[config.mk]
export PLATFORM = sky130hd
export DESIGN_NAME = pulse_reg_writer
export DESIGN_NICKNAME = d
export VERILOG_FILES = /design/src/rtl/apu_pkg.sv /design/src/rtl/length_counter.sv /design/src/rtl/pulse_reg_writer.sv
export SDC_FILE = /design/constraint.sdc
export NUM_CORES = 1
export LEC_CHECK = 0
export CAP_MARGIN = 20
export CORE_MARGIN = 2
export CORE_UTILIZATION = 53
export CTS_CLUSTER_SIZE = 8
export DETAILED_ROUTE_END_ITERATION = 16
export PLACE_DENSITY_LB_ADDON = 0.25
export SETUP_SLACK_MARGIN = 0.05
export SKIP_CTS_REPAIR_TIMING = 1
export SLEW_MARGIN = 25
export SYNTH_ARGS = -nofsm -noshare
export SYNTH_HDL_FRONTEND = slang
export SYNTH_SLANG_ARGS = --single-unit
[constraint.sdc]
create_clock -name clk -period 4.5 [get_ports clk]
set_input_delay 0.675 -clock clk [delete_from_list [all_inputs] [get_ports clk]]
set_output_delay 0.675 -clock clk [all_outputs]
set_load 0.03 [all_outputs]
[src/rtl/apu_pkg.sv]
// Shared APU constants: length-counter load table and pulse register offsets.
package apu_pkg;

    localparam logic [1:0] REG_CTRL  = 2'd0;
    localparam logic [1:0] REG_SWEEP = 2'd1;
    localparam logic [1:0] REG_TLO   = 2'd2;
    localparam logic [1:0] REG_THI   = 2'd3;

    // Indexed by wdata[7:3] of a timer-high write.
    localparam logic [7:0] LEN_TABLE [32] = '{
        8'd10,  8'd254, 8'd20,  8'd2,   8'd40,  8'd4,   8'd80,  8'd6,
        8'd160, 8'd8,   8'd60,  8'd10,  8'd14,  8'd12,  8'd26,  8'd14,
        8'd12,  8'd16,  8'd24,  8'd18,  8'd48,  8'd20,  8'd96,  8'd22,
        8'd192, 8'd24,  8'd72,  8'd26,  8'd16,  8'd28,  8'd32,  8'd30
    };

endpackage

[src/rtl/length_counter.sv]
// Channel length counter: table load, half-frame decrement with halt, enable gating.
module length_counter
    import apu_pkg::*;
(
    input  logic       clk,
    input  logic       rst,
    input  logic       load,
    input  logic [4:0] load_idx,
    input  logic       halt,
    input  logic       hframe_tick,
    input  logic       ch_enable,
    output logic       active
);

    logic [7:0] len;

    // Priority: reset, disable, load, decrement. A load beats a same-cycle tick.
    always_ff @(posedge clk) begin
        if (!rst) begin
            len <= 8'd0;
        end else if (!ch_enable) begin
            len <= 8'd0;
        end else if (load) begin
            len <= LEN_TABLE[load_idx];
        end else if (hframe_tick && !halt && (len != 8'd0)) begin
            len <= len - 8'd1;
        end
    end

    assign active = (len != 8'd0);

endmodule

[src/rtl/pulse_reg_writer.sv]
// Pulse channel register writer: decodes CPU writes to offsets 0-3 into envelope,
// sweep, timer and duty controls, and owns the channel length counter.
module pulse_reg_writer
    import apu_pkg::*;
(
    input  logic        clk,
    input  logic        rst,
    input  logic        wr_en,
    input  logic [1:0]  addr,
    input  logic [7:0]  wdata,
    input  logic        ch_enable,
    input  logic        qframe_tick,
    input  logic        hframe_tick,
    output logic        loop,
    output logic        disableFlag,
    output logic [3:0]  n,
    output logic        resetFlag,
    output logic [1:0]  duty,
    output logic [7:0]  sweep_cfg,
    output logic        sweep_reload,
    output logic [10:0] timer_period,
    output logic        seq_reset,
    output logic        length_active
);

    // Write handshake: wr_en is a one-cycle strobe with no ready; every strobe is
    // accepted on its clk edge and its effects are visible on the next cycle.
    logic wr_ctrl, wr_sweep, wr_tlo, wr_thi;
    logic [7:0] timer_lo;
    logic [2:0] timer_hi;

    assign wr_ctrl  = wr_en && (addr == REG_CTRL);
    assign wr_sweep = wr_en && (addr == REG_SWEEP);
    assign wr_tlo   = wr_en && (addr == REG_TLO);
    assign wr_thi   = wr_en && (addr == REG_THI);

    always_ff @(posedge clk) begin
        if (!rst) begin
            duty        <= 2'd0;
            loop        <= 1'b0;
            disableFlag <= 1'b0;
            n           <= 4'd0;
            sweep_cfg   <= 8'd0;
            timer_lo    <= 8'd0;
            timer_hi    <= 3'd0;
        end else begin
            if (wr_ctrl) begin
                duty        <= wdata[7:6];
                loop        <= wdata[5];
                disableFlag <= wdata[4];
                n           <= wdata[3:0];
            end
            if (wr_sweep) sweep_cfg <= wdata;
            if (wr_tlo)   timer_lo  <= wdata;
            if (wr_thi)   timer_hi  <= wdata[2:0];
        end
    end

    // Set wins over a same-cycle clearing tick for both pending flags.
    always_ff @(posedge clk) begin
        if (!rst) begin
            resetFlag    <= 1'b0;
            sweep_reload <= 1'b0;
            seq_reset    <= 1'b0;
        end else begin
            seq_reset <= wr_thi;
            if (wr_thi)           resetFlag <= 1'b1;
            else if (qframe_tick) resetFlag <= 1'b0;
            if (wr_sweep)         sweep_reload <= 1'b1;
            else if (hframe_tick) sweep_reload <= 1'b0;
        end
    end

    assign timer_period = {timer_hi, timer_lo};

    // halt uses the registered loop bit, so a same-cycle reg0 write cannot affect it.
    length_counter u_length (
        .clk         (clk),
        .rst         (rst),
        .load        (wr_thi),
        .load_idx    (wdata[7:3]),
        .halt        (loop),
        .hframe_tick (hframe_tick),
        .ch_enable   (ch_enable),
        .active      (length_active)
    );

endmodule

Word-level counts from Yosys, hierarchy flattened
Memories as Yosys holds them, arrays and structs flattened.
Cells that the tools add are included.
{ "totals": {"reg_bits": 38, "mem_bits_ro": 256, "in_bits": 16, "wordCells": 39, "memories": 1} }
{ "mem_list": {"columns": ["name", "depth", "width", "read_ports", "rd_ports_with_merged_regs", "wr", "line_no", "source"], "rows": [
  ["(no name shown)", 32, 8, 1, 0, 0, "length_counter.sv:24", "len <= LEN_TABLE[load_idx];"]
]} }
{ "classes": {"addsub": 1, "magnitude_cmp": 1, "n_eq_ne": 3, "muxes": 8, "bitwise_logic": 1, "n_reduce_logical": 13} }
{ "ops": {"columns": ["operator", "n"], "rows": [
  ["2-to-1 mux 8 bit", 4],
  ["nonzero test 8 bit", 1],
  ["subtractor 8 x 1 -> 8 bit, second input constant", 1],
  [">= comparator 6 bit, second input constant", 1],
  ["logical AND 1 bit", 6],
  ["NOT 5 -> 6 bit", 1],
  ["nonzero test 2 bit", 3],
  ["== test 2 bit, second input constant", 2],
  ["2-to-1 mux 1 bit", 4],
  ["== test 2 x 1 -> 1 bit, second input constant", 1],
  ["logical NOT 2 bit", 1],
  ["AND reduction 2 bit", 1],
  ["logical NOT 1 bit", 1]
]} }

Longest topological paths before layout
Gate-level depths: netlist (run 1).
{ "depth": {"word_depth": 5, "depth_mapped": 6} }

By module
Synthesis (run 1) repeated with hierarchy kept, for this count alone.
{ "hier_totals": {"cells_unflattened": 205, "hier_area_um2": 1941.9} }
{ "by_module_without_submodules": {"columns": ["module", "instances", "cells_per_inst", "area_each_um2", "seq_area_each_um2"], "rows": [
  ["pulse_reg_writer", 1, 109, 1111.1, 600.6],
  ["length_counter", 1, 96, 830.8, 160.2]
]} }

Worst setup path before layout (run 1)
No wires, ideal clock.
{ "synth_timing": {"path_type": "input -> register", "startpoint": "input port hframe_tick", "endpoint": "register u_length.len[7]", "setup_time_ns": 0.123, "arrival_time_ns": 1.758, "required_time_ns": 4.377, "slack_ns": 2.620, "path_stages": 4, "path_buffers": 0, "cell_sequence": "or4b_4 or3b_2 nand3_1 a31oi_1"} }
{ "synth_between": {"elab_chain_cells": 3} }
{ "synth_lines": {"columns": ["item", "line_no", "source"], "rows": [
  ["start: declaration", "pulse_reg_writer.sv:13", "input logic hframe_tick,"],
  ["logical AND 1 bit (2 in series)", "length_counter.sv:25", "end else if (hframe_tick && !halt && (len != 8'd0)) begin"],
  ["nonzero test 2 bit (no line)", null, null],
  ["end signal: assignment", "length_counter.sv:24", null],
  ["end signal: assignment", "length_counter.sv:26", "len <= len - 8'd1;"],
  ["end: declaration", "length_counter.sv:15", "logic [7:0] len;"]
]} }
No other way between the ends.
A chain may end at the register's enable or synchronous reset.

Worst setup path in the final report (run 1)
{ "layout_timing": {"startpoint": "register u_length.len[2]", "endpoint": "output port length_active"} }
{ "layout_between": {"elab_chain_cells": 1} }
{ "layout_lines": {"columns": ["item", "line_no", "source"], "rows": [
  ["nonzero test 8 bit", "length_counter.sv:30", "assign active = (len != 8'd0);"],
  ["end: declaration", "pulse_reg_writer.sv:23", "output logic length_active"]
]} }
No other way between the ends.

==> impl_results.html, run 1 <==
<table>
<tr><th>Metric</th><th>Value</th></tr>
<tr><th colspan="2">Yosys</th></tr>
<tr><td>Share of synthesized area occupied by flip-flops and latches</td><td>about two fifths</td></tr>
<tr><td>Most area-consuming cells after synthesis</td><td>dfxtp_1, mux2i_1, nor2b_1, ha_1, xnor2_1</td></tr>
<tr><td>Number of distinct library cells after synthesis</td><td>39</td></tr>
<tr><td>Fraction of synthesis flops using an asynchronous set or reset pin</td><td>0%</td></tr>
<tr><td>Post-synthesis cell type with the largest combined area</td><td>dfxtp_1</td></tr>
<tr><td>Cell area after synthesis</td><td>about 1900 um2</td></tr>
<tr><td>Synthesized area divided by synthesized cell count</td><td>9.354 um2</td></tr>
<tr><td>Number of instances in the synthesized netlist</td><td>between 200 and 250</td></tr>
<tr><td>Dominant register cell in the synthesized netlist</td><td>dfxtp_1</td></tr>
<tr><td>Count of synthesis-stage warnings from yosys</td><td>0</td></tr>
<tr><td>Portion of synthesized cell area occupied by the leading cell type</td><td>39.48%</td></tr>
<tr><td>Flip-flop and latch count after synthesis</td><td>38</td></tr>
<tr><td>Number of synthesized flops with an enable pin</td><td>0</td></tr>
<tr><td>Synthesized netlist net count</td><td>roughly 230</td></tr>
<tr><th colspan="2">Worst setup path</th></tr>
<tr><td>Cells on worst reg2reg path</td><td>6</td></tr>
<tr><td>Highest fanout seen on the critical path</td><td>9</td></tr>
<tr><td>Capturing point of the worst reg2reg path</td><td>u_length.len[4]$_SDFFE_PN0P_</td></tr>
<tr><td>Kind of start point of the critical path</td><td>flop</td></tr>
<tr><td>Worst reg2reg setup slack</td><td>about 2800 ps</td></tr>
<tr><td>Reg-to-reg critical path startpoint</td><td>u_length.len[0]$_SDFFE_PN0P_</td></tr>
<tr><td>Arrival time reported for the critical path endpoint</td><td>a little under 2000 ps</td></tr>
<tr><td>Critical path class</td><td>flop to primary output</td></tr>
<tr><td>WP data required</td><td>about 3800 ps</td></tr>
<tr><td>Crit path capture type</td><td>primary output</td></tr>
<tr><th colspan="2">Timing</th></tr>
<tr><td>Max transition margin</td><td>41.81%</td></tr>
<tr><td>Final period utilization</td><td>about 58%</td></tr>
<tr><td>Fin. Hold Viols</td><td>0</td></tr>
<tr><td>F_max</td><td>380.2 MHz</td></tr>
<tr><td>Clock period minus final worst setup slack</td><td>between 2000 and 3000 ps</td></tr>
<tr><td>Pins Over Slew Limit</td><td>0</td></tr>
<tr><td>Clock Skews</td><td>9.199 ps</td></tr>
<tr><td>Final setup violation count</td><td>0</td></tr>
<tr><td>Least-Margin Pin Slew</td><td>870.1 ps</td></tr>
<tr><td>Post-Route Setup TNS</td><td>0 ps</td></tr>
<tr><td>Final Worst Setup Slack</td><td>roughly 1900 ps</td></tr>
<tr><td>Setup repair after global routing missed its margin</td><td>no</td></tr>
<tr><td>Smallest hold slack</td><td>around 470 ps</td></tr>
<tr><th colspan="2">Min path</th></tr>
<tr><td>End of the worst hold path</td><td>sweep_reload$_SDFFE_PN0P_</td></tr>
<tr><td>Launch instance of the worst min-delay path</td><td>sweep_reload$_SDFFE_PN0P_</td></tr>
<tr><td>Kind of path behind the tightest hold check</td><td>flop to flop</td></tr>
<tr><td>Cells on Worst Hold Path</td><td>2</td></tr>
<tr><th colspan="2">Placement</th></tr>
<tr><td>Detailed placement HPWL</td><td>around 2.8 mm</td></tr>
<tr><td>Number of buffers inserted by port buffering</td><td>between 40 and 50</td></tr>
<tr><td>Weighted congestion reported at the end of routability-driven placement</td><td>between 0.8 and 0.9</td></tr>
<tr><td>Worst setup slack before clock tree synthesis</td><td>around 1800 ps</td></tr>
<tr><th colspan="2">CTS</th></tr>
<tr><td>Clock root buffer</td><td>clkbuf_4</td></tr>
<tr><td>CTS clock-pin slew for the worst setup and hold paths</td><td>around 120 ps</td></tr>
<tr><td>CTS buffer count</td><td>5</td></tr>
<tr><td>Buffers from clock root to sink, at most</td><td>2</td></tr>
<tr><td>Clock insertion delay at the later pin of the skew report</td><td>roughly 340 ps</td></tr>
<tr><td>TritonCTS Sinks</td><td>38</td></tr>
<tr><td>Clock tree from TritonCTS</td><td>yes</td></tr>
<tr><td>CTS H-tree depth</td><td>2</td></tr>
<tr><th colspan="2">Power</th></tr>
<tr><td>Sw power</td><td>208.7 uW</td></tr>
<tr><td>VDD IR max</td><td>0.2496 mV</td></tr>
<tr><td>Relative contribution of the clock network to total power</td><td>between 30% and 40%</td></tr>
<tr><td>Register share of total power</td><td>43.4%</td></tr>
<tr><td>Combinational cell fraction of total power</td><td>20.5%</td></tr>
<tr><td>Total power per unit cell area</td><td>around 330 nW/um2</td></tr>
<tr><td>LEAKAGE</td><td>around 0.96 nW</td></tr>
<tr><td>Switching share of power</td><td>about a quarter</td></tr>
<tr><td>Overall power</td><td>825.8 uW</td></tr>
<tr><td>Internal</td><td>between 600 and 700 uW</td></tr>
<tr><th colspan="2">Die</th></tr>
<tr><td>Die area</td><td>about 4100 um2</td></tr>
<tr><td>Row count</td><td>21</td></tr>
<tr><td>Initial cell density of the core</td><td>between 50% and 60%</td></tr>
<tr><td>Overall die width</td><td>64.30 um</td></tr>
<tr><td>Number of top-level pins</td><td>47</td></tr>
<tr><td>Core Footprint</td><td>3416 um2</td></tr>
<tr><td>Chip Height</td><td>64.30 um</td></tr>
<tr><th colspan="2">Route</th></tr>
<tr><td>Routed wire per std cell</td><td>about 14 um</td></tr>
<tr><td>Antenna violation net count after detailed routing</td><td>0</td></tr>
<tr><td>Detailed-route wire length</td><td>about 4 mm</td></tr>
<tr><td>Via-per-instance ratio</td><td>roughly 5.3</td></tr>
<tr><td>Iteration count of the initial detailed-routing pass</td><td>4</td></tr>
<tr><td>DR iter-0 viols</td><td>64</td></tr>
<tr><td>Post-detailed-route DRC marker count</td><td>0</td></tr>
<tr><td>Routed via count</td><td>between 1,500 and 2,000</td></tr>
<tr><th colspan="2">Job</th></tr>
<tr><td>Number of max-cap violations</td><td>0</td></tr>
<tr><th colspan="2">Global route</th></tr>
<tr><td>GRT Total Usage</td><td>approximately a fifth</td></tr>
<tr><td>First-pass GRT wire length</td><td>approximately 6.8 mm</td></tr>
<tr><td>Total grt overflow</td><td>0</td></tr>
<tr><td>Number of antenna violations at the first check in global routing</td><td>0</td></tr>
<tr><td>Number of global-route vias before repair</td><td>1,472</td></tr>
<tr><td>Maximum number of pins on one net before global-route repair</td><td>34</td></tr>
<tr><th colspan="2">Layout</th></tr>
<tr><td>Ant diodes</td><td>0</td></tr>
<tr><td>Layout cell share with drive strength beyond 1</td><td>~6.5%</td></tr>
<tr><td>Final-stage net count</td><td>270</td></tr>
<tr><td>Layout area overhead</td><td>30.52%</td></tr>
<tr><th colspan="2">Run status</th></tr>
<tr><td>Outcome</td><td>finished, final reports clean</td></tr>
</table>
==> cell usage in the layout (no fill, tap or decap), types with 2 or more instances in the layout <==
cell,instances
nor3b_1,2
a311oi_1,2
inv_1,7
dfxtp_1,38
nand2b_1,4
nor2b_1,26
o21ai_0,8
nand3_1,7
a21boi_0,5
nor2_1,8
o22ai_1,2
a31oi_1,3
nand3b_1,4
xnor2_1,6
clkdlybuf4s50_1,46
nor3_1,2
ha_1,7
bufinv_16,2
a21oi_1,9
clkbuf_4,5
nand2_1,11
mux2i_1,23
or3_1,2
==> state kept, by name, summed over array words and instances, names as in the netlist <==
| signal | flops |
|---|---|
| sweep_cfg | 8 |
| timer_lo | 8 |
| u_length.len | 8 |
| n | 4 |
| timer_hi | 3 |
| duty | 2 |
| disableFlag | 1 |
| loop | 1 |
| resetFlag | 1 |
| seq_reset | 1 |
| sweep_reload | 1 |
==> cells in the mapped netlist (5+ instances only) <==
cell type  number
clkbuf_1       11
nor2_1          8
ha_1            7
a21boi_0        5
dfxtp_1        38
nand2_1        11
nor2b_1        26
a21oi_1         9
mux2i_1        23
nand3_1         7
inv_1           7
xnor2_1         6
o21ai_0         8
==> critical path, stage by stage (launching register included) <==
cell and delay (ps):
dfxtp_1 390, nor4_4 500, nand3_1 120, clkdlybuf4s50_1 610
==> power groups by stage <==
stage	Sequential, mW	Clock (mW)	Combinational [mW]
6_report	0.358	0.298	0.169
3_5_place_dp	0.366	0	0.168
2_1_floorplan	0.383	0	0.0943
5_1_grt	0.360	0.319	0.184
3_3_place_gp	0.366	0	0.167
4_1_cts	0.359	0.306	0.170
==> through the flow <==
stage                     instances  cell area, um2  utilization [%]
after floorplan                 206            1927                -
after global placement          286            2404            70.37
after detailed placement        286            2404            70.37
after CTS                       294            2515            73.63
after global routing            294            2515            73.63
final                           294            2515            73.63
==> per-layer routing <==
layer  wire, um  vias up  share of wire, %  GRT usage, %
met2       1763       39                44         32.68
met4         96        0               2.4         8.777
met3        205        9               5.1         5.106
li1           -      806                 -             -
met1       1953      699                49         27.67
met5          0        -                 0             0
==> kinds of logic (layout without fill, tap and decap cells) <==
family	count (synthesis)	in the layout	share of synthesized area, %
buf+inv	20	62	3.897
mux	25	25	13.70
flops	38	38	39.48
compound gates	39	39	13.96
simple gates	71	71	21.69
fa+ha+maj	7	7	4.545
xor+xnor	6	6	2.727
==> worst max path at each step <==
stage / startpoint / end / slack, ps / cells past startpoint
2_1_floorplan: hframe_tick / u_length.len[7]$_SDFFE_PN0P_ / 2620 / 4
3_3_place_gp: wdata[3] / u_length.len[2]$_SDFFE_PN0P_ / 1870 / 7
3_5_place_dp: wdata[3] / u_length.len[2]$_SDFFE_PN0P_ / 1800 / 7
4_1_cts: u_length.len[2]$_SDFFE_PN0P_ / length_active / 1830 / 3
5_1_grt: u_length.len[2]$_SDFFE_PN0P_ / length_active / 1760 / 3
6_report: u_length.len[2]$_SDFFE_PN0P_ / length_active / 1870 / 3
==> final cells by class <==
type / instances / area [um2]
Clock buffer: 6 / 51.30
Clock inverter: 2 / 60.06
Fill cell: 279 / 900.9
Inverter: 7 / 26.28
Multi-Input combinational cell: 148 / 1091
Sequential cell: 38 / 760.7
Tap cell: 46 / 57.56
Timing Repair Buffer: 47 / 467.9
(Power assumes the default switching activity.)
==> run 2, diff against run 1 <==
- CORE_UTILIZATION: 53 -> 44
- clock period: 4.5 -> 2.2 ns (I/O delays scaled with it)
==> impl_results.html, run 2 (same netlist as run 1, synthesis figures left out) <==
<table>
<tr><th>Metric</th><th>Value</th></tr>
<tr><th colspan="2">Run status</th></tr>
<tr><td>Outcome</td><td>finished, final reports clean</td></tr>
<tr><th colspan="2">Die</th></tr>
<tr><td>Chip Height</td><td>70.18 um (+9.1%)</td></tr>
<tr><td>Row count</td><td>24 (+14%)</td></tr>
<tr><td>Core Footprint</td><td>4294 um2 (+26%)</td></tr>
<tr><td>Die area</td><td>4925 um2 (+19%)</td></tr>
<tr><td>Overall die width</td><td>70.18 um (+9.1%)</td></tr>
<tr><td>Number of top-level pins</td><td>47 (unchanged)</td></tr>
<tr><td>Initial cell density of the core</td><td>44.87% (-12 points)</td></tr>
<tr><th colspan="2">Global route</th></tr>
<tr><td>Maximum number of pins on one net before global-route repair</td><td>31 (-8.8%)</td></tr>
<tr><td>First-pass GRT wire length</td><td>7.507 mm (+11%)</td></tr>
<tr><td>Total grt overflow</td><td>0 (unchanged)</td></tr>
<tr><td>Number of global-route vias before repair</td><td>1,607 (+9.2%)</td></tr>
<tr><td>GRT Total Usage</td><td>19.15% (-1.8 points)</td></tr>
<tr><td>Number of antenna violations at the first check in global routing</td><td>0 (unchanged)</td></tr>
<tr><th colspan="2">CTS</th></tr>
<tr><td>Clock tree from TritonCTS</td><td>yes</td></tr>
<tr><td>CTS clock-pin slew for the worst setup and hold paths</td><td>80 ps (-40 ps)</td></tr>
<tr><td>TritonCTS Sinks</td><td>38 (unchanged)</td></tr>
<tr><td>CTS buffer count</td><td>5 (unchanged)</td></tr>
<tr><td>Clock insertion delay at the later pin of the skew report</td><td>300 ps (-40 ps)</td></tr>
<tr><td>Buffers from clock root to sink, at most</td><td>2 (unchanged)</td></tr>
<tr><td>Clock root buffer</td><td>clkbuf_8</td></tr>
<tr><td>CTS H-tree depth</td><td>2 (unchanged)</td></tr>
<tr><th colspan="2">Worst setup path</th></tr>
<tr><td>Worst reg2reg setup slack</td><td>440 ps (-2340 ps)</td></tr>
<tr><td>Kind of start point of the critical path</td><td>primary input</td></tr>
<tr><td>Critical Path, Cell by Cell</td><td>clkdlybuf4s50_1, or4b_4, or3b_2, nand3_1, a31oi_1</td></tr>
<tr><td>Arrival time reported for the critical path endpoint</td><td>1990 ps (+30 ps)</td></tr>
<tr><td>Reg-to-reg critical path startpoint</td><td>u_length.len[0]$_SDFFE_PN0P_</td></tr>
<tr><td>Cells on worst reg2reg path</td><td>6 (unchanged)</td></tr>
<tr><td>Critical-path cell with the highest stage delay</td><td>clkdlybuf4s50_1</td></tr>
<tr><td>WP data required</td><td>2380 ps (-1450 ps)</td></tr>
<tr><td>Capturing point of the worst reg2reg path</td><td>u_length.len[4]$_SDFFE_PN0P_</td></tr>
<tr><td>Delay of the slowest critical-path stage</td><td>500 ps (-110 ps)</td></tr>
<tr><td>Crit path capture type</td><td>flop</td></tr>
<tr><td>Number of buffer and inverter instances along the worst setup path</td><td>1 (unchanged)</td></tr>
<tr><td>Number of logic stages on the critical path including buffering</td><td>5 (+2)</td></tr>
<tr><td>Critical path class</td><td>primary input to flop</td></tr>
<tr><td>Highest fanout seen on the critical path</td><td>4 (-5)</td></tr>
<tr><td>CP top delay family</td><td>simple AND/OR/NAND/NOR gates</td></tr>
<tr><th colspan="2">Min path</th></tr>
<tr><td>End of the worst hold path</td><td>sweep_reload$_SDFFE_PN0P_</td></tr>
<tr><td>Cells on Worst Hold Path</td><td>2 (unchanged)</td></tr>
<tr><td>Launch instance of the worst min-delay path</td><td>sweep_reload$_SDFFE_PN0P_</td></tr>
<tr><td>Kind of path behind the tightest hold check</td><td>flop to flop</td></tr>
<tr><th colspan="2">Layout</th></tr>
<tr><td>Layout cell share with drive strength beyond 1</td><td>11.15% (+4.7 points)</td></tr>
<tr><td>Number of standard cells in the layout, taps in and fillers out</td><td>312 (+6.1%)</td></tr>
<tr><td>Ant diodes</td><td>0 (unchanged)</td></tr>
<tr><td>Most common library cell in the layout ignoring fill and taps</td><td>clkdlybuf4s50_1</td></tr>
<tr><td>Final-stage net count</td><td>282 (+4.4%)</td></tr>
<tr><td>Layout area overhead</td><td>37.60%</td></tr>
<tr><td>Commonest cells after routing, fill and taps aside</td><td>clkdlybuf4s50_1, dfxtp_1, nor2b_1</td></tr>
<tr><td>Biggest regs</td><td>sweep_cfg x8, timer_lo x8, u_length.len x8</td></tr>
<tr><th colspan="2">Power</th></tr>
<tr><td>Total power per unit cell area</td><td>691.7 nW/um2 (+110%)</td></tr>
<tr><td>VDD IR max</td><td>0.4444 mV (+78%)</td></tr>
<tr><td>Overall power</td><td>1.834 mW (+120%)</td></tr>
<tr><td>LEAKAGE</td><td>1.041 nW (+8.9%)</td></tr>
<tr><th colspan="2">Route</th></tr>
<tr><td>Via-per-instance ratio</td><td>5.228 (-1.0%)</td></tr>
<tr><td>Routed via count</td><td>1,631 (+5.0%)</td></tr>
<tr><td>Iteration count of the initial detailed-routing pass</td><td>4 (unchanged)</td></tr>
<tr><td>Detailed-route wire length</td><td>4.371 mm (+8.8%)</td></tr>
<tr><td>Post-detailed-route DRC marker count</td><td>0 (unchanged)</td></tr>
<tr><td>DR iter-0 viols</td><td>44 (-31%)</td></tr>
<tr><td>Routed wire per std cell</td><td>14.01 um (+2.5%)</td></tr>
<tr><td>Antenna violation net count after detailed routing</td><td>0 (unchanged)</td></tr>
<tr><th colspan="2">Timing</th></tr>
<tr><td>Post-Route Setup TNS</td><td>0 ps (unchanged)</td></tr>
<tr><td>Final setup violation count</td><td>0 (unchanged)</td></tr>
<tr><td>Least-Margin Pin Slew</td><td>564.9 ps (-305.2 ps)</td></tr>
<tr><td>Clock period minus final worst setup slack</td><td>about 1800 ps</td></tr>
<tr><td>Clock Skews</td><td>6.876 ps (-2.322 ps)</td></tr>
<tr><td>Pins Over Slew Limit</td><td>0 (unchanged)</td></tr>
<tr><td>F_max</td><td>approximately 550 MHz</td></tr>
<tr><td>Setup repair after global routing missed its margin</td><td>no</td></tr>
<tr><td>Max transition margin</td><td>62.22% (+20 points)</td></tr>
<tr><td>Final period utilization</td><td>roughly 82%</td></tr>
<tr><td>Fin. Hold Viols</td><td>0 (unchanged)</td></tr>
<tr><th colspan="2">Placement</th></tr>
<tr><td>Number of buffers inserted by port buffering</td><td>46 (unchanged)</td></tr>
<tr><td>Count of placed standard cells including taps</td><td>304 (+6.3%)</td></tr>
<tr><td>Detailed placement HPWL</td><td>3.164 mm (+11%)</td></tr>
<tr><td>Weighted congestion reported at the end of routability-driven placement</td><td>0.8329 (-5.8%)</td></tr>
<tr><th colspan="2">Job</th></tr>
<tr><td>Number of max-cap violations</td><td>0 (unchanged)</td></tr>
</table>
[run 2: cell types whose count changed in the layout (fill, tap and decap cells not counted), sizes merged]
| cell | change |
|---|---|
| buf | +12 |
| clkdlybuf4s50 | -1 |
| dlymetal6s2s | +1 |
[run 2: through the flow]
step                      setup slack [ps]  hold WS [ps]  cell area, um2  utilization, %
final                                394.0         469.1            2651           61.74
after global routing                 257.3         509.1            2651           61.74
after CTS                            82.82         473.2            2649           61.68
after detailed placement             84.16         462.3            2506           58.36
after global placement               137.0         451.7            2506           58.36
after floorplan                      455.2         462.9            1927               -
[run 2: layout make-up]
type	instances	area, um2
Fill cell	387	1643
Multi-Input combinational cell	148	1096
Sequential cell	38	760.7
Timing Repair Buffer	59	560.5
Clock buffer	6	82.58
Tap cell	52	65.06
Clock inverter	2	60.06
Inverter	7	26.28
[run 2: layer usage]
metal,track usage (%),vias to the layer above,wire [um]
met4,8.974,0,121
met2,30.79,38,2068
met5,0,-,0
li1,-,827,-
met1,24.07,754,1984
met3,4.762,12,196
[run 2: worst max path at each step]
stage	end	slack, ps	from
floorplan	u_length.len[7]$_SDFFE_PN0P_	460	loop$_SDFFE_PN0P_
global placement	u_length.len[7]$_SDFFE_PN0P_	140	hframe_tick
detailed placement	u_length.len[7]$_SDFFE_PN0P_	80	hframe_tick
CTS	length_active	80	u_length.len[0]$_SDFFE_PN0P_
global route	u_length.len[4]$_SDFFE_PN0P_	260	u_length.len[0]$_SDFFE_PN0P_
finish	u_length.len[7]$_SDFFE_PN0P_	390	hframe_tick
[run 2: worst min-delay path: stages (launching register included)]
cell,delay [ps]
dfxtp_1,320
nand2_1,50
a21boi_0,60
[run 2: report_power, final]
part	internal, mW	switching [mW]	total (mW)
registers	0.714	0.0200	0.734
clock network	0.484	0.253	0.736
logic	0.178	0.186	0.363
total	1.38	0.458	1.83
==> run 3, diff against run 2 <==
- CORE_UTILIZATION: 44 -> 49
- clock period: 2.2 -> 1.7 ns (I/O delays scaled with it)
==> impl_results.html, run 3 (same netlist as run 1, synthesis figures left out) <==
<table>
<tr><th>Metric</th><th>Value</th></tr>
<tr><th colspan="2">Timing</th></tr>
<tr><td>Fin. Hold Viols</td><td>0 (unchanged)</td></tr>
<tr><td>F_max</td><td>around 630 MHz</td></tr>
<tr><td>Pins Over Slew Limit</td><td>0 (unchanged)</td></tr>
<tr><td>Final Worst Setup Slack</td><td>104.5 ps (-289.5 ps)</td></tr>
<tr><td>Least-Margin Pin Slew</td><td>411.9 ps (-153.0 ps)</td></tr>
<tr><td>Smallest hold slack</td><td>441.6 ps (-27.52 ps)</td></tr>
<tr><td>Final period utilization</td><td>a little over nine tenths</td></tr>
<tr><td>Final setup violation count</td><td>0 (unchanged)</td></tr>
<tr><td>Setup repair after global routing missed its margin</td><td>yes</td></tr>
<tr><td>Post-Route Setup TNS</td><td>0 ps (unchanged)</td></tr>
<tr><td>Clock Skews</td><td>2.141 ps (-4.735 ps)</td></tr>
<tr><td>Clock period minus final worst setup slack</td><td>1596 ps</td></tr>
<tr><td>Max transition margin</td><td>72.45% (+10 points)</td></tr>
<tr><th colspan="2">Global route</th></tr>
<tr><td>Total grt overflow</td><td>0 (unchanged)</td></tr>
<tr><td>First-pass GRT wire length</td><td>7.403 mm (-1.4%)</td></tr>
<tr><td>Number of global-route vias before repair</td><td>1,586 (-1.3%)</td></tr>
<tr><td>Number of antenna violations at the first check in global routing</td><td>0 (unchanged)</td></tr>
<tr><td>GRT Total Usage</td><td>22.31% (+3.2 points)</td></tr>
<tr><td>Maximum number of pins on one net before global-route repair</td><td>31 (unchanged)</td></tr>
<tr><th colspan="2">Layout</th></tr>
<tr><td>Commonest cells after routing, fill and taps aside</td><td>clkdlybuf4s50_1, dfxtp_1, buf_4</td></tr>
<tr><td>Layout area overhead</td><td>48.25%</td></tr>
<tr><td>Final design area excluding fillers</td><td>2856 um2 (+7.7%)</td></tr>
<tr><td>Biggest regs</td><td>sweep_cfg x8, timer_lo x8, u_length.len x8</td></tr>
<tr><td>Utilization after layout</td><td>76.87% (+15 points)</td></tr>
<tr><td>Number of standard cells in the layout, taps in and fillers out</td><td>328 (+5.1%)</td></tr>
<tr><td>Ant diodes</td><td>0 (unchanged)</td></tr>
<tr><td>Area occupied by multi-input gates</td><td>1129 um2 (+3.0%)</td></tr>
<tr><td>Layout cell share with drive strength beyond 1</td><td>21.07% (+9.9 points)</td></tr>
<tr><td>Number of inserted filler cells in the final layout</td><td>276 (-29%)</td></tr>
<tr><td>Final-stage net count</td><td>303 (+7.4%)</td></tr>
<tr><td>Most common library cell in the layout ignoring fill and taps</td><td>clkdlybuf4s50_1</td></tr>
<tr><td>Register cell area after layout</td><td>770.7 um2 (+1.3%)</td></tr>
<tr><th colspan="2">Placement</th></tr>
<tr><td>Number of buffers inserted by port buffering</td><td>46 (unchanged)</td></tr>
<tr><td>Count of placed standard cells including taps</td><td>318 (+4.6%)</td></tr>
<tr><td>Instance area after placement</td><td>2678 um2 (+6.8%)</td></tr>
<tr><td>Detailed placement HPWL</td><td>3.282 mm (+3.7%)</td></tr>
<tr><td>Weighted congestion reported at the end of routability-driven placement</td><td>0.8516 (+2.2%)</td></tr>
<tr><td>Worst setup slack before clock tree synthesis</td><td>-310.6 ps (-394.8 ps)</td></tr>
<tr><th colspan="2">CTS</th></tr>
<tr><td>CTS clock-pin slew for the worst setup and hold paths</td><td>70 ps (about the same)</td></tr>
<tr><td>Clock tree from TritonCTS</td><td>yes</td></tr>
<tr><td>Clock root buffer</td><td>clkbuf_8</td></tr>
<tr><td>CTS H-tree depth</td><td>2 (unchanged)</td></tr>
<tr><td>Buffers from clock root to sink, at most</td><td>2 (unchanged)</td></tr>
<tr><td>TritonCTS Sinks</td><td>38 (unchanged)</td></tr>
<tr><td>Clock insertion delay at the later pin of the skew report</td><td>290 ps (about the same)</td></tr>
<tr><td>CTS buffer count</td><td>5 (unchanged)</td></tr>
<tr><th colspan="2">Route</th></tr>
<tr><td>Via-per-instance ratio</td><td>5.140 (-1.7%)</td></tr>
<tr><td>Iteration count of the initial detailed-routing pass</td><td>4 (unchanged)</td></tr>
<tr><td>DR iter-0 viols</td><td>95 (+120%)</td></tr>
<tr><td>Post-detailed-route DRC marker count</td><td>0 (unchanged)</td></tr>
<tr><td>Routed wire per std cell</td><td>14.30 um (+2.1%)</td></tr>
<tr><td>Antenna violation net count after detailed routing</td><td>0 (unchanged)</td></tr>
<tr><td>Routed via count</td><td>1,686 (+3.4%)</td></tr>
<tr><td>Detailed-route wire length</td><td>4.690 mm (+7.3%)</td></tr>
<tr><th colspan="2">Worst setup path</th></tr>
<tr><td>Start point of the critical path</td><td>sweep_cfg[5]$_SDFFE_PN0P_</td></tr>
<tr><td>Number of buffer and inverter instances along the worst setup path</td><td>1 (unchanged)</td></tr>
<tr><td>Delay of the slowest critical-path stage</td><td>690 ps (+190 ps)</td></tr>
<tr><td>WP data required</td><td>1440 ps (-940 ps)</td></tr>
<tr><td>Critical path class</td><td>flop to primary output</td></tr>
<tr><td>Reg-to-reg critical path startpoint</td><td>loop$_SDFFE_PN0P_</td></tr>
<tr><td>Critical-path cell with the highest stage delay</td><td>clkdlybuf4s50_1</td></tr>
<tr><td>Highest fanout seen on the critical path</td><td>2 (-2)</td></tr>
<tr><td>CP top delay family</td><td>buffers and inverters</td></tr>
<tr><td>Arrival time reported for the critical path endpoint</td><td>1340 ps (-650 ps)</td></tr>
<tr><td>Critical Path, Cell by Cell</td><td>clkdlybuf4s50_1</td></tr>
<tr><td>Crit path capture type</td><td>primary output</td></tr>
<tr><td>Kind of start point of the critical path</td><td>flop</td></tr>
<tr><th colspan="2">Die</th></tr>
<tr><td>Overall die width</td><td>66.71 um (-4.9%)</td></tr>
<tr><td>Number of top-level pins</td><td>47 (unchanged)</td></tr>
<tr><td>Row count</td><td>22 (-8.3%)</td></tr>
<tr><td>Chip Height</td><td>66.71 um (-4.9%)</td></tr>
<tr><td>Die area</td><td>4450 um2 (-9.6%)</td></tr>
<tr><td>Initial cell density of the core</td><td>51.85% (+7.0 points)</td></tr>
<tr><td>Core Footprint</td><td>3716 um2 (-13%)</td></tr>
<tr><th colspan="2">Power</th></tr>
<tr><td>Combinational cell fraction of total power</td><td>24.6% (+4.8 points)</td></tr>
<tr><td>Relative contribution of the clock network to total power</td><td>32.5% (-7.7 points)</td></tr>
<tr><td>VDD IR max</td><td>0.5324 mV (+20%)</td></tr>
<tr><td>Internal</td><td>1.620 mW (+18%)</td></tr>
<tr><td>LEAKAGE</td><td>1.172 nW (+13%)</td></tr>
<tr><td>Total power per unit cell area</td><td>776.9 nW/um2 (+12%)</td></tr>
<tr><td>Register share of total power</td><td>42.9% (+2.9 points)</td></tr>
<tr><td>Switching share of power</td><td>27.00% (+2.0 points)</td></tr>
<tr><td>Overall power</td><td>2.219 mW (+21%)</td></tr>
<tr><td>Sw power</td><td>599.2 uW (+31%)</td></tr>
<tr><th colspan="2">Run status</th></tr>
<tr><td>Outcome</td><td>finished, final reports clean</td></tr>
<tr><th colspan="2">Min path</th></tr>
<tr><td>Kind of path behind the tightest hold check</td><td>primary input to flop</td></tr>
<tr><td>Launch instance of the worst min-delay path</td><td>hframe_tick</td></tr>
<tr><th colspan="2">Job</th></tr>
<tr><td>Number of max-cap violations</td><td>0 (unchanged)</td></tr>
</table>
-- run 3: cell types whose count changed in the layout (fill, tap and decap cells not counted), sizes merged --
cell	before	now
bufinv	2	0
dlymetal6s2s	1	4
buf	13	34
clkdlybuf4s50	45	42
clkbuf	6	7
-- run 3: final cells by class --
type | count | share of cell area, %
sequential | 38 | 26.98
timing repair buffer | 80 | 26.72
clock buffer | 7 | 3.767
tap | 48 | 2.102
inverter | 7 | 0.9198
multi-input combinational | 148 | 39.51
-- run 3: final timing paths --
| path | endpoint | slack (ps) | cells past startpoint |
|---|---|---|---|
| hold / removal | sweep_reload$_SDFFE_PN0P_ | 440 | 5 |
| setup / recovery | sweep_cfg[5] | 100 | 1 |
| setup reg to reg | u_length.len[7]$_SDFFE_PN0P_ | 110 | 4 |
| hold reg to reg | timer_hi[1]$_SDFFE_PN0P_ | 470 | 2 |
-- run 3: layer usage --
layer	global-route usage [%]	share of wire [%]	vias to the layer above	wire length [um]
met5	0	0	-	0
met2	36.88	47	40	2223
met3	4.392	4.6	12	216
met1	28.20	46	767	2144
li1	-	-	867	-
met4	9.439	2.3	0	106
-- run 3: power groups by stage --
stage | clock network, mW | logic (mW) | registers [mW]
floorplan | 0 | 0.250 | 1.01
global placement | 0 | 0.514 | 0.970
detailed placement | 0 | 0.519 | 0.971
CTS | 0.732 | 0.524 | 0.951
global route | 0.764 | 0.589 | 0.955
finish | 0.721 | 0.547 | 0.951
